[src/rtl/hazard_tag_pipe.sv]
// hazard_tag_pipe: carries destination tags ID->EX->MEM->WB, inserts EX bubbles and counts stalls/bubbles.
module hazard_tag_pipe #(
  parameter int CW = 16,
  parameter int RW = 5
) (
  input  logic          clk,
  input  logic          rst,
  input  logic          id_valid,
  input  logic [RW-1:0] id_rd,
  input  logic          id_regwrite,
  input  logic          id_memread,
  input  logic          id_rpzero,
  input  logic          stall_in,
  input  logic          flush_ex,
  output logic [RW-1:0] rd_ex,
  output logic [RW-1:0] rd_mem,
  output logic [RW-1:0] rd_wb,
  output logic          regwrite_ex,
  output logic          regwrite_mem,
  output logic          regwrite_wb,
  output logic          memread_ex,
  output logic          rpzero_ex,
  output logic          rpzero_mem,
  output logic          rpzero_wb,
  output logic          pc_en,
  output logic          ifid_en,
  output logic          wb_we,
  output logic [CW-1:0] stall_cnt,
  output logic [CW-1:0] bubble_cnt,
  output logic          stall_err
);
  logic w_bubble;
  assign w_bubble = stall_in | flush_ex | ~id_valid;
  assign pc_en    = ~stall_in | flush_ex;
  assign ifid_en  = pc_en;
  assign wb_we    = regwrite_wb & ~rpzero_wb;
  always_ff @(posedge clk) begin
    if (rst) begin
      {rd_ex, rd_mem, rd_wb} <= '0;
      {regwrite_ex, regwrite_mem, regwrite_wb, memread_ex} <= '0;
      {rpzero_ex, rpzero_mem, rpzero_wb} <= '1;
      stall_cnt  <= '0;
      bubble_cnt <= '0;
      stall_err  <= 1'b0;
    end else begin
      rd_wb        <= rd_mem;
      regwrite_wb  <= regwrite_mem;
      rpzero_wb    <= rpzero_mem;
      rd_mem       <= rd_ex;
      regwrite_mem <= regwrite_ex;
      rpzero_mem   <= rpzero_ex;
      rd_ex        <= w_bubble ? '0 : id_rd;
      regwrite_ex  <= ~w_bubble & id_regwrite;
      memread_ex   <= ~w_bubble & id_memread;
      rpzero_ex    <= w_bubble | id_rpzero;
      if (stall_in & ~flush_ex & ~&stall_cnt) stall_cnt <= stall_cnt + 1'b1;
      if ((stall_in | flush_ex) & ~&bubble_cnt) bubble_cnt <= bubble_cnt + 1'b1;
      // a legal load-use stall needs a live load sitting in EX
      if (stall_in & ~(memread_ex & ~rpzero_ex)) stall_err <= 1'b1;
    end
  end
endmodule

[config.mk]
export PLATFORM = sky130hd
export DESIGN_NAME = hazard_tag_pipe
export DESIGN_NICKNAME = d
export VERILOG_FILES = /design/src/rtl/hazard_tag_pipe.sv
export SDC_FILE = /design/constraint.sdc
export NUM_CORES = 1
export LEC_CHECK = 0
export BUFFER_PORTS_ARGS = -buffer_cell sky130_fd_sc_hd__buf_2
export CORE_MARGIN = 5
export CORE_UTILIZATION = 50
export DETAILED_ROUTE_END_ITERATION = 6
export PLACE_DENSITY_LB_ADDON = 0.05
export SLEW_MARGIN = 20
export SYNTH_ARGS = -nofsm -noshare
export SYNTH_HDL_FRONTEND = slang
export SYNTH_SLANG_ARGS = --single-unit
[constraint.sdc]
create_clock -name clk -period 4.64 [get_ports clk]
set_input_delay 1.392 -clock clk [delete_from_list [all_inputs] [get_ports clk]]
set_output_delay 1.392 -clock clk [all_outputs]
set_load 0.03 [all_outputs]
==> out/qor.txt, run 1 <==
TNS Setup = 0 ns
Initial cell density of the core = 51.4%
Hold crit path type = reg -> reg
Peak supply drop = 0.000185 V
Post-layout util = 61.1%
Dpl ws = 1.15 ns
Dominant synthesized flop cell = dfxtp_1
Slew Limit Fails = 0
Worst setup EP type = output port
Core Region = 0.00469 sq mm
Row count = 25
Unrepaired setup endpoints after global routing = no
Period utilization = 75.2%
Post-DRT Antenna Nets = 0
Cells after Synth = 258
Hold buffer count at CTS = 0
Minimum clock period = 3.49 ns
Ports = 71
Mapped Area = 0.00241 sq mm
Routed WL = 5.09 mm
Share of power burned in registers = 59.4%
Synth Area per Inst = 9.35 sq um
Vias per inst = 5.50
Worst-margin pin slew = 0.783 ns
Die Ht = 79.5 microns
Type of origin of the critical path = input pin
Vias in the first global route = 1936
Register bit total from synthesis = 55
Number of synthesized flops with an enable pin = 0
Pre-Repair DR Iteration Count = 4
Routability congestion estimate = 0.806
CTS resizes = 0
Post-Syn Nets = 273
Largest net degree at the start of global routing = 42
Port buffer count = 70
DR DRC count = 0
DIE WIDTH = 79.5 microns
CTS tree = done
Setup repair bufs after CTS = 0
Total power = 0.816 mW
Die area = 0.00632 sq mm
Drt wl/cell = 13.3 microns
Hold Violations, Final = 0
Gr ovfl total = 0
Switching Fraction = 24.1%
Crit Path Class = in -> out
Slew headroom = 47.7%
Async SR Flop Fraction = 0%
Initial antenna violation count = 0
Post-DP HPWL = 3.71 mm
Hold slack final = 0.446 ns
Lkg Pwr = 1.21 nW
Final nets = 341
Yosys warnings = 0
Critical Path AT = 2.10 ns
Layout cells sized above 1 = 31.8%
Sequential share of the synthesized area = 45.6%
Switching pwr = 0.197 mW
Syn-to-layout area delta = 18.8%
Worst skew pair latency = 0.30 ns
Max-cap violations = 0
Pwr dens = 284 mW/mm^2
Clock buffer depth = 2
Crit-path max FO = 8
Clk slew on worst S/H paths = 0.09 ns
GRT Util Overall = 17.0%
H-Tree Depth = 2
Worst Skew = 0.00463 ns
Synth unique cells = 48
Peak Freq = 0.287 GHz
Status = complete, no violations
Internal cell power = 0.619 mW
Via count = 2095
Final worst setup slack = 1.15 ns
Cts bufs inserted = 5
CTS Sinks = 55
Required time of the critical path = 3.25 ns
Clock Power Share = 34.0%
Clock Root Buffer = clkbuf_8
ANT cells = 0
Global-route wire length before repair = 8.72 mm
DRT iter0 DRCs = 73
Combinational share of power = 6.6%
Final setup vio count = 0
power groups by stage:
stage	logic [mW]	clock network, mW	registers [mW]
global route	0.0595	0.312	0.486
detailed placement	0.0545	0	0.495
CTS	0.0546	0.292	0.484
global placement	0.0539	0	0.495
floorplan	0.0273	0	0.507
finish	0.0539	0.277	0.484
path summary, 6_finish.rpt:
path	from	end	slack (ns)	depth (start not counted)
max	stall_in	ifid_en	1.15	5
min	rpzero_mem$_SDFF_PP1_	rpzero_wb$_SDFF_PP1_	0.45	1
max reg2reg	stall_cnt[0]$_SDFFE_PP0P_	stall_cnt[0]$_SDFFE_PP0P_	2.52	5
min reg2reg	rpzero_mem$_SDFF_PP1_	rpzero_wb$_SDFF_PP1_	0.45	1
cell families after synthesis:
group                      after synthesis  share of synthesized area, %
and+or+nand+nor                        126                          31.3
AOI/OAI and AO/OA                       43                          11.3
buffers and inverters                   18                          4.30
DFF                                     55                          45.6
muxes                                   14                          6.43
adders and majority gates                2                          1.04
cell usage in the layout (no fill, tap or decap), types with 3 or more instances in the layout:
| master | synthesis | routed |
|---|---|---|
| nor2b_1 | 26 | 26 |
| and3_1 | 3 | 3 |
| a31oi_1 | 3 | 3 |
| nand4_1 | 9 | 9 |
| or4_1 | 8 | 8 |
| mux2_2 | 12 | 12 |
| inv_1 | 7 | 7 |
| o31ai_1 | 8 | 8 |
| a21oi_1 | 21 | 21 |
| and2_1 | 7 | 7 |
| nand2b_1 | 6 | 6 |
| nor3_1 | 7 | 7 |
| or2_2 | 3 | 3 |
| clkbuf_8 | 1 | 6 |
| nor4_1 | 5 | 5 |
| nand3_1 | 4 | 4 |
| dfxtp_1 | 55 | 55 |
| nor2_1 | 19 | 19 |
| nand2_1 | 12 | 12 |
| buf_2 | 0 | 70 |
cell type report:
| type | count | area (sq um) |
|---|---|---|
| Fill cell | 453 | 1820 |
| Multi-Input combinational cell | 185 | 1210 |
| Sequential cell | 55 | 1100 |
| Timing Repair Buffer | 72 | 365 |
| Clock buffer | 6 | 82.6 |
| Tap cell | 54 | 67.6 |
| Inverter | 7 | 26.3 |
| Clock inverter | 2 | 16.3 |
routing by layer:
metal / track usage (%) / share of wire (%) / vias to the layer above
li1: - / - / 1070
met1: 21.0 / 46 / 971
met2: 28.9 / 47 / 49
met3: 4.06 / 5.4 / 5
met4: 5.67 / 1.3 / 0
met5: 0 / 0 / -
flip-flops by register name (all words and copies together), names as in the netlist, 5 cells and up:
name	cells
bubble_cnt	16
rd_wb	5
stall_cnt	16
rd_ex	5
rd_mem	5
cell usage after synthesis, types with 4 or more instances:
| library cell | count | area [sq um] |
|---|---|---|
| or4_1 | 8 | 60.1 |
| inv_1 | 7 | 26.3 |
| nand3_1 | 4 | 20.0 |
| nand4_1 | 9 | 56.3 |
| nor2b_1 | 26 | 163 |
| o31ai_1 | 8 | 60.1 |
| nor4_1 | 5 | 31.3 |
| clkbuf_1 | 5 | 18.8 |
| nor3_1 | 7 | 35.0 |
| nor2_1 | 19 | 71.3 |
| and2_1 | 7 | 43.8 |
| a21oi_1 | 21 | 105 |
| nand2b_1 | 6 | 37.5 |
| mux2_2 | 12 | 135 |
| nand2_1 | 12 | 45.0 |
| dfxtp_1 | 55 | 1100 |
stage by stage:
stage,std cells,cell area (sq um)
after floorplan,258,2410
after global placement,373,2770
after detailed placement,373,2770
after CTS,381,2870
after global routing,381,2870
final,381,2870
worst max-delay path: stages:
cell	delay, ns
buf_2	0.13
nor2b_1	0.13
buf_4	0.15
inv_1	0.08
buf_2	0.20
(Power assumes the default switching activity.)
==> run 2: changes to the inputs <==
--- a/config.mk
+++ b/config.mk
@@ -5,6 +5,7 @@
 export SDC_FILE = /design/constraint.sdc
 export NUM_CORES = 1
 export LEC_CHECK = 0
+export ABC_AREA = 1
 export BUFFER_PORTS_ARGS = -buffer_cell sky130_fd_sc_hd__buf_2
 export CORE_MARGIN = 5
 export CORE_UTILIZATION = 50
==> constraint.sdc (replaced) <==
create_clock -name clk -period 3.56 [get_ports clk]
set_input_delay 1.068 -clock clk [delete_from_list [all_inputs] [get_ports clk]]
set_output_delay 1.068 -clock clk [all_outputs]
set_load 0.03 [all_outputs]
==> out/qor.txt, run 2 <==
Status = complete, no violations
Dpl ws = 0.774 ns
Drt wl/cell = 11.1 microns
Ports = 71
Most numerous cell in the Yosys netlist = nor2_1
Synth top area share = 43.0%
TNS Setup = 0 ns
Critical path's top delay family = buffers and inverters
Worst-margin pin slew = 0.406 ns
H-Tree Depth = 2
Via count = 2440
Mapped Area = 0.00256 sq mm
Global-route wire length before repair = 9.26 mm
Most frequent cells in the layout = nor2_1 (94), nand2_1 (70), buf_2 (70)
R2R cell count = 7
Placed cell count = 509
Routed WL = 5.76 mm
Slew Limit Fails = 0
CTS tree = done
Row count = 26
Post-Syn Nets = 392
Yosys warnings = 0
Hold slack final = 0.422 ns
Clock Root Buffer = clkbuf_8
Synth top area cells = dfxtp_1 (43%), nor2_1 (14%), nand2_1 (10%), nand3_1 (7.8%), inv_1 (7.2%)
CTS resizes = 0
Footprint of the multi-input gates = 0.00119 sq mm
Critical-path top delay cell = buf_2
Critical Path AT = 1.72 ns
Gr ovfl total = 0
RR Startpoint = bubble_cnt[0]$_SDFFE_PP0P_
Layout fillers = 509
Syn-to-layout area delta = 18.1%
GRT Util Overall = 17.7%
Routability congestion estimate = 0.815
Minimum clock period = 2.79 ns
Post-DP Area = 0.00293 sq mm
Worst path max stage delay = 0.27 ns
Most common cell after layout, fill and taps aside = nor2_1
Top Registers = bubble_cnt x16, stall_cnt x16
Period utilization = 78.3%
Worst hold endpoint = rd_mem[4]$_SDFF_PP0_
Pre-Repair DR Iteration Count = 4
Max-cap violations = 0
Crit-path max FO = 8
FF/Latch Area = 0.00110 sq mm
Dominant synthesized flop cell = dfxtp_1
Hold Startpoint = rd_ex[4]$_SDFF_PP0_
Leading cell types by count after synthesis = nor2_1 (94), nand2_1 (70), dfxtp_1 (55), inv_1 (49), nand3_1 (40)
DRT iter0 DRCs = 81
Lkg Pwr = 1.44 nW
Vias in the first global route = 2126
Setup repair bufs after CTS = 0
Final worst setup slack = 0.773 ns
Die area = 0.00665 sq mm
Number of synthesized flops with an enable pin = 0
CTS Sinks = 55
Total power = 1.07 mW
Initial cell density of the core = 50.8%
ANT cells = 0
Initial antenna violation count = 0
Worst setup EP type = output port
Worst skew pair latency = 0.31 ns
Synth Area per Inst = 6.79 sq um
Unrepaired setup endpoints after global routing = no
Buf/Inv on CP = 2
Sequential share of the synthesized area = 43.0%
Cts bufs inserted = 5
Async SR Flop Fraction = 0%
Hold buffer count at CTS = 0
Pwr dens = 354 mW/mm^2
Register bit total from synthesis = 55
Slew headroom = 72.7%
Final setup vio count = 0
Worst Skew = 0.00563 ns
Reg2reg end = bubble_cnt[1]$_SDFFE_PP0P_
Worst path most repeated cell = buf_2
DR DRC count = 0
Type of origin of the critical path = input pin
Clk slew on worst S/H paths = 0.10 ns
Core Region = 0.00504 sq mm
Instance count on the critical path = 3
Synth unique cells = 23
Min-Delay Path Depth = 2
Peak Freq = 0.359 GHz
Peak supply drop = 0.000323 V
Non-filler cells, final = 517
Clock buffer depth = 2
Hold crit path type = reg -> reg
Post-layout util = 60.0%
Required time of the critical path = 2.49 ns
Post-route design area = 0.00302 sq mm
Final nets = 461
Layout cells sized above 1 = 22.4%
Die Ht = 81.6 microns
Port buffer count = 70
Cells after Synth = 377
Post-DP HPWL = 4.29 mm
Crit Path Class = in -> out
Vias per inst = 4.72
DIE WIDTH = 81.6 microns
Synth area leader = dfxtp_1
Cell Chain, Critical Path = buf_2 -> nand2_1 -> buf_2
Post-DRT Antenna Nets = 0
Hold Violations, Final = 0
Largest net degree at the start of global routing = 33
FF-to-FF setup slack = 1.92 ns
==> run 2: layout make-up <==
cell class                 count  area share (%)
tap                           70            2.90
timing repair buffer          71            11.8
clock inverter                 3           0.910
clock buffer                   5            2.28
inverter                      52            6.45
multi-input combinational    261            39.2
sequential                    55            36.4
==> run 2: worst max-delay path by stage <==
stage	from	endpoint	slack (ns)
3_3_place_gp	stall_in	ifid_en	0.77
4_1_cts	stall_in	ifid_en	0.77
6_report	stall_in	ifid_en	0.77
3_5_place_dp	stall_in	ifid_en	0.77
5_1_grt	flush_ex	ifid_en	0.72
2_1_floorplan	flush_ex	pc_en	0.83
==> run 2: kinds of logic (layout without fill, tap and decap cells) <==
kind of cell	count (synthesis)	count (layout)	share of synthesized area, %
fa+ha+maj	2	2	0.977
buf+inv	61	131	10.7
flops	55	55	43.0
compound gates	30	30	5.86
simple gates	229	229	39.5
==> run 2: per-layer routing <==
metal	GRT usage [%]	routed length (microns)
met5	0	0
met4	5.48	46
met3	5.26	355
met2	29.2	2720
met1	22.2	2640
==> run 2: worst register-to-register path, stage by stage (launching register included) <==
cell,delay [ns]
dfxtp_1,0.43
ha_1,0.20
nand3_1,0.16
nor2_2,0.21
nand3_4,0.25
nand3b_1,0.18
nand2_1,0.06
nor2_1,0.09
==> run 2: report_power, final <==
| part | switching (mW) | internal [mW] | leakage, nW |
|---|---|---|---|
| clock | 0.219 | 0.145 | 0.0463 |
| sequential | 0.00707 | 0.623 | 0.445 |
| combinational | 0.0518 | 0.0241 | 0.953 |
==> run 3: changes to the inputs <==
--- a/config.mk
+++ b/config.mk
@@ -8,7 +8,7 @@
 export ABC_AREA = 1
 export BUFFER_PORTS_ARGS = -buffer_cell sky130_fd_sc_hd__buf_2
 export CORE_MARGIN = 5
-export CORE_UTILIZATION = 50
+export CORE_UTILIZATION = 47
 export DETAILED_ROUTE_END_ITERATION = 6
 export PLACE_DENSITY_LB_ADDON = 0.05
 export SLEW_MARGIN = 20
==> constraint.sdc (replaced) <==
create_clock -name clk -period 2.41 [get_ports clk]
set_input_delay 0.723 -clock clk [delete_from_list [all_inputs] [get_ports clk]]
set_output_delay 0.723 -clock clk [all_outputs]
set_load 0.03 [all_outputs]
==> out/qor.txt, run 3 (synthesized netlist as in run 2, its figures left out) <==
Max-cap violations = 0
Status = complete, no violations
Die Ht = 83.8 microns
Share of power burned in registers = 58.4%
Setup repair bufs after CTS = 0
GRT Util Overall = 17.4%
Vias in the first global route = 2208
Final setup vio count = 0
FF/Latch Area = 0.00110 sq mm
Hold crit path type = reg -> reg
DIE WIDTH = 83.8 microns
DR DRC count = 0
Routed WL = 5.94 mm
Clock buffer depth = 2
Most common cell after layout, fill and taps aside = nor2_1
CTS resizes = 0
Slew Limit Fails = 0
Initial cell density of the core = 49.2%
Cell Chain, Critical Path = buf_2 -> inv_1 -> nand2_1 -> buf_2
Core Region = 0.00520 sq mm
Gr ovfl total = 0
Peak Freq = 0.480 GHz
Unrepaired setup endpoints after global routing = no
Minimum clock period = 2.08 ns
Worst-margin pin slew = 0.384 ns
Routability congestion estimate = 0.832
Crit-path max FO = 8
Clock Power Share = 34.6%
Most frequent cells in the layout = nor2_1 (94), nand2_1 (70), buf_2 (70)
Vias per inst = 4.75
Largest net degree at the start of global routing = 33
Critical path's top delay family = buffers and inverters
Type of origin of the critical path = input pin
Worst path most repeated cell = buf_2
Top Registers = bubble_cnt x16, stall_cnt x16
Layout fillers = 532
Row count = 26
Die area = 0.00703 sq mm
Critical Path AT = 1.36 ns
Via count = 2458
Lkg Pwr = 1.45 nW
Worst path max stage delay = 0.27 ns
Required time of the critical path = 1.69 ns
Layout cells sized above 1 = 22.5%
CTS tree = done
Port buffer count = 70
TNS Setup = 0 ns
Initial antenna violation count = 0
Cts bufs inserted = 5
Switching pwr = 0.423 mW
Final nets = 462
CTS Sinks = 55
Footprint of the multi-input gates = 0.00119 sq mm
Hold Violations, Final = 0
Clk slew on worst S/H paths = 0.10 ns
Combinational share of power = 7.0%
Internal cell power = 1.17 mW
DRT iter0 DRCs = 115
Global-route wire length before repair = 10.0 mm
Period utilization = 86.4%
Switching Fraction = 26.5%
Critical-path top delay cell = buf_2
Pre-Repair DR Iteration Count = 5
Pwr dens = 526 mW/mm^2
Syn-to-layout area delta = 18.4%
Worst setup EP type = output port
Drt wl/cell = 11.5 microns
Slew headroom = 74.2%
Hold buffer count at CTS = 0
ANT cells = 0
H-Tree Depth = 2
Post-layout util = 58.2%
Buf/Inv on CP = 3
Post-DP HPWL = 4.41 mm
Worst Skew = 0.00504 ns
Clock Root Buffer = clkbuf_8
Worst skew pair latency = 0.32 ns
Post-DRT Antenna Nets = 0
Peak supply drop = 0.000298 V
Hold slack final = 0.420 ns
Ports = 71
Crit Path Class = in -> out
run 3: stage by stage:
stage	setup WS [ns]	total power [mW]	instances	area, sq um
3_5_place_dp	0.328	1.07	510	2940
5_1_grt	0.283	1.67	518	3030
2_1_floorplan	0.369	1.03	377	2560
4_1_cts	0.325	1.62	518	3030
3_3_place_gp	0.339	1.06	510	2940
6_report	0.329	1.60	518	3030
run 3: final timing paths:
check,end,start,cells after the start,slack [ns]
worst max-delay path,pc_en,flush_ex,4,0.33
worst min-delay path,rd_mem[3]$_SDFF_PP0_,rd_ex[3]$_SDFF_PP0_,2,0.42
worst max register to register,bubble_cnt[5]$_SDFFE_PP0P_,bubble_cnt[0]$_SDFFE_PP0P_,7,0.78
worst min register to register,rd_mem[3]$_SDFF_PP0_,rd_ex[3]$_SDFF_PP0_,2,0.42
run 3: power by group through the flow:
stage	Combinational, mW	Clock, mW	Sequential (mW)
5_1_grt	0.126	0.614	0.934
4_1_cts	0.114	0.572	0.932
6_report	0.112	0.552	0.932
2_1_floorplan	0.0548	0	0.975
3_5_place_dp	0.114	0	0.953
3_3_place_gp	0.112	0	0.952
run 3: worst register-to-register path, stage by stage, from the launching register on:
cell	delay [ns]
dfxtp_1	0.45
ha_1	0.20
nand3_1	0.16
nor2_2	0.21
nand3_4	0.25
nand3_1	0.14
nand2_1	0.05
nor2_1	0.12
run 3: layout make-up:
type                       count  area share, %
multi-input combinational    261           39.1
sequential                    55           36.3
timing repair buffer          72           12.1
inverter                      52           6.44
tap                           70           2.89
clock buffer                   5           2.27
clock inverter                 3          0.908
run 3: per-layer routing:
| layer | wire length [microns] | share of wire, % | vias to the layer above | track usage [%] |
|---|---|---|---|---|
| met4 | 80 | 1.3 | 0 | 7.02 |
| met5 | 0 | 0 | - | 0 |
| met1 | 2610 | 44 | 1092 | 20.5 |
| met3 | 330 | 5.6 | 6 | 4.24 |
| met2 | 2930 | 49 | 54 | 30.2 |
| li1 | - | - | 1306 | - |
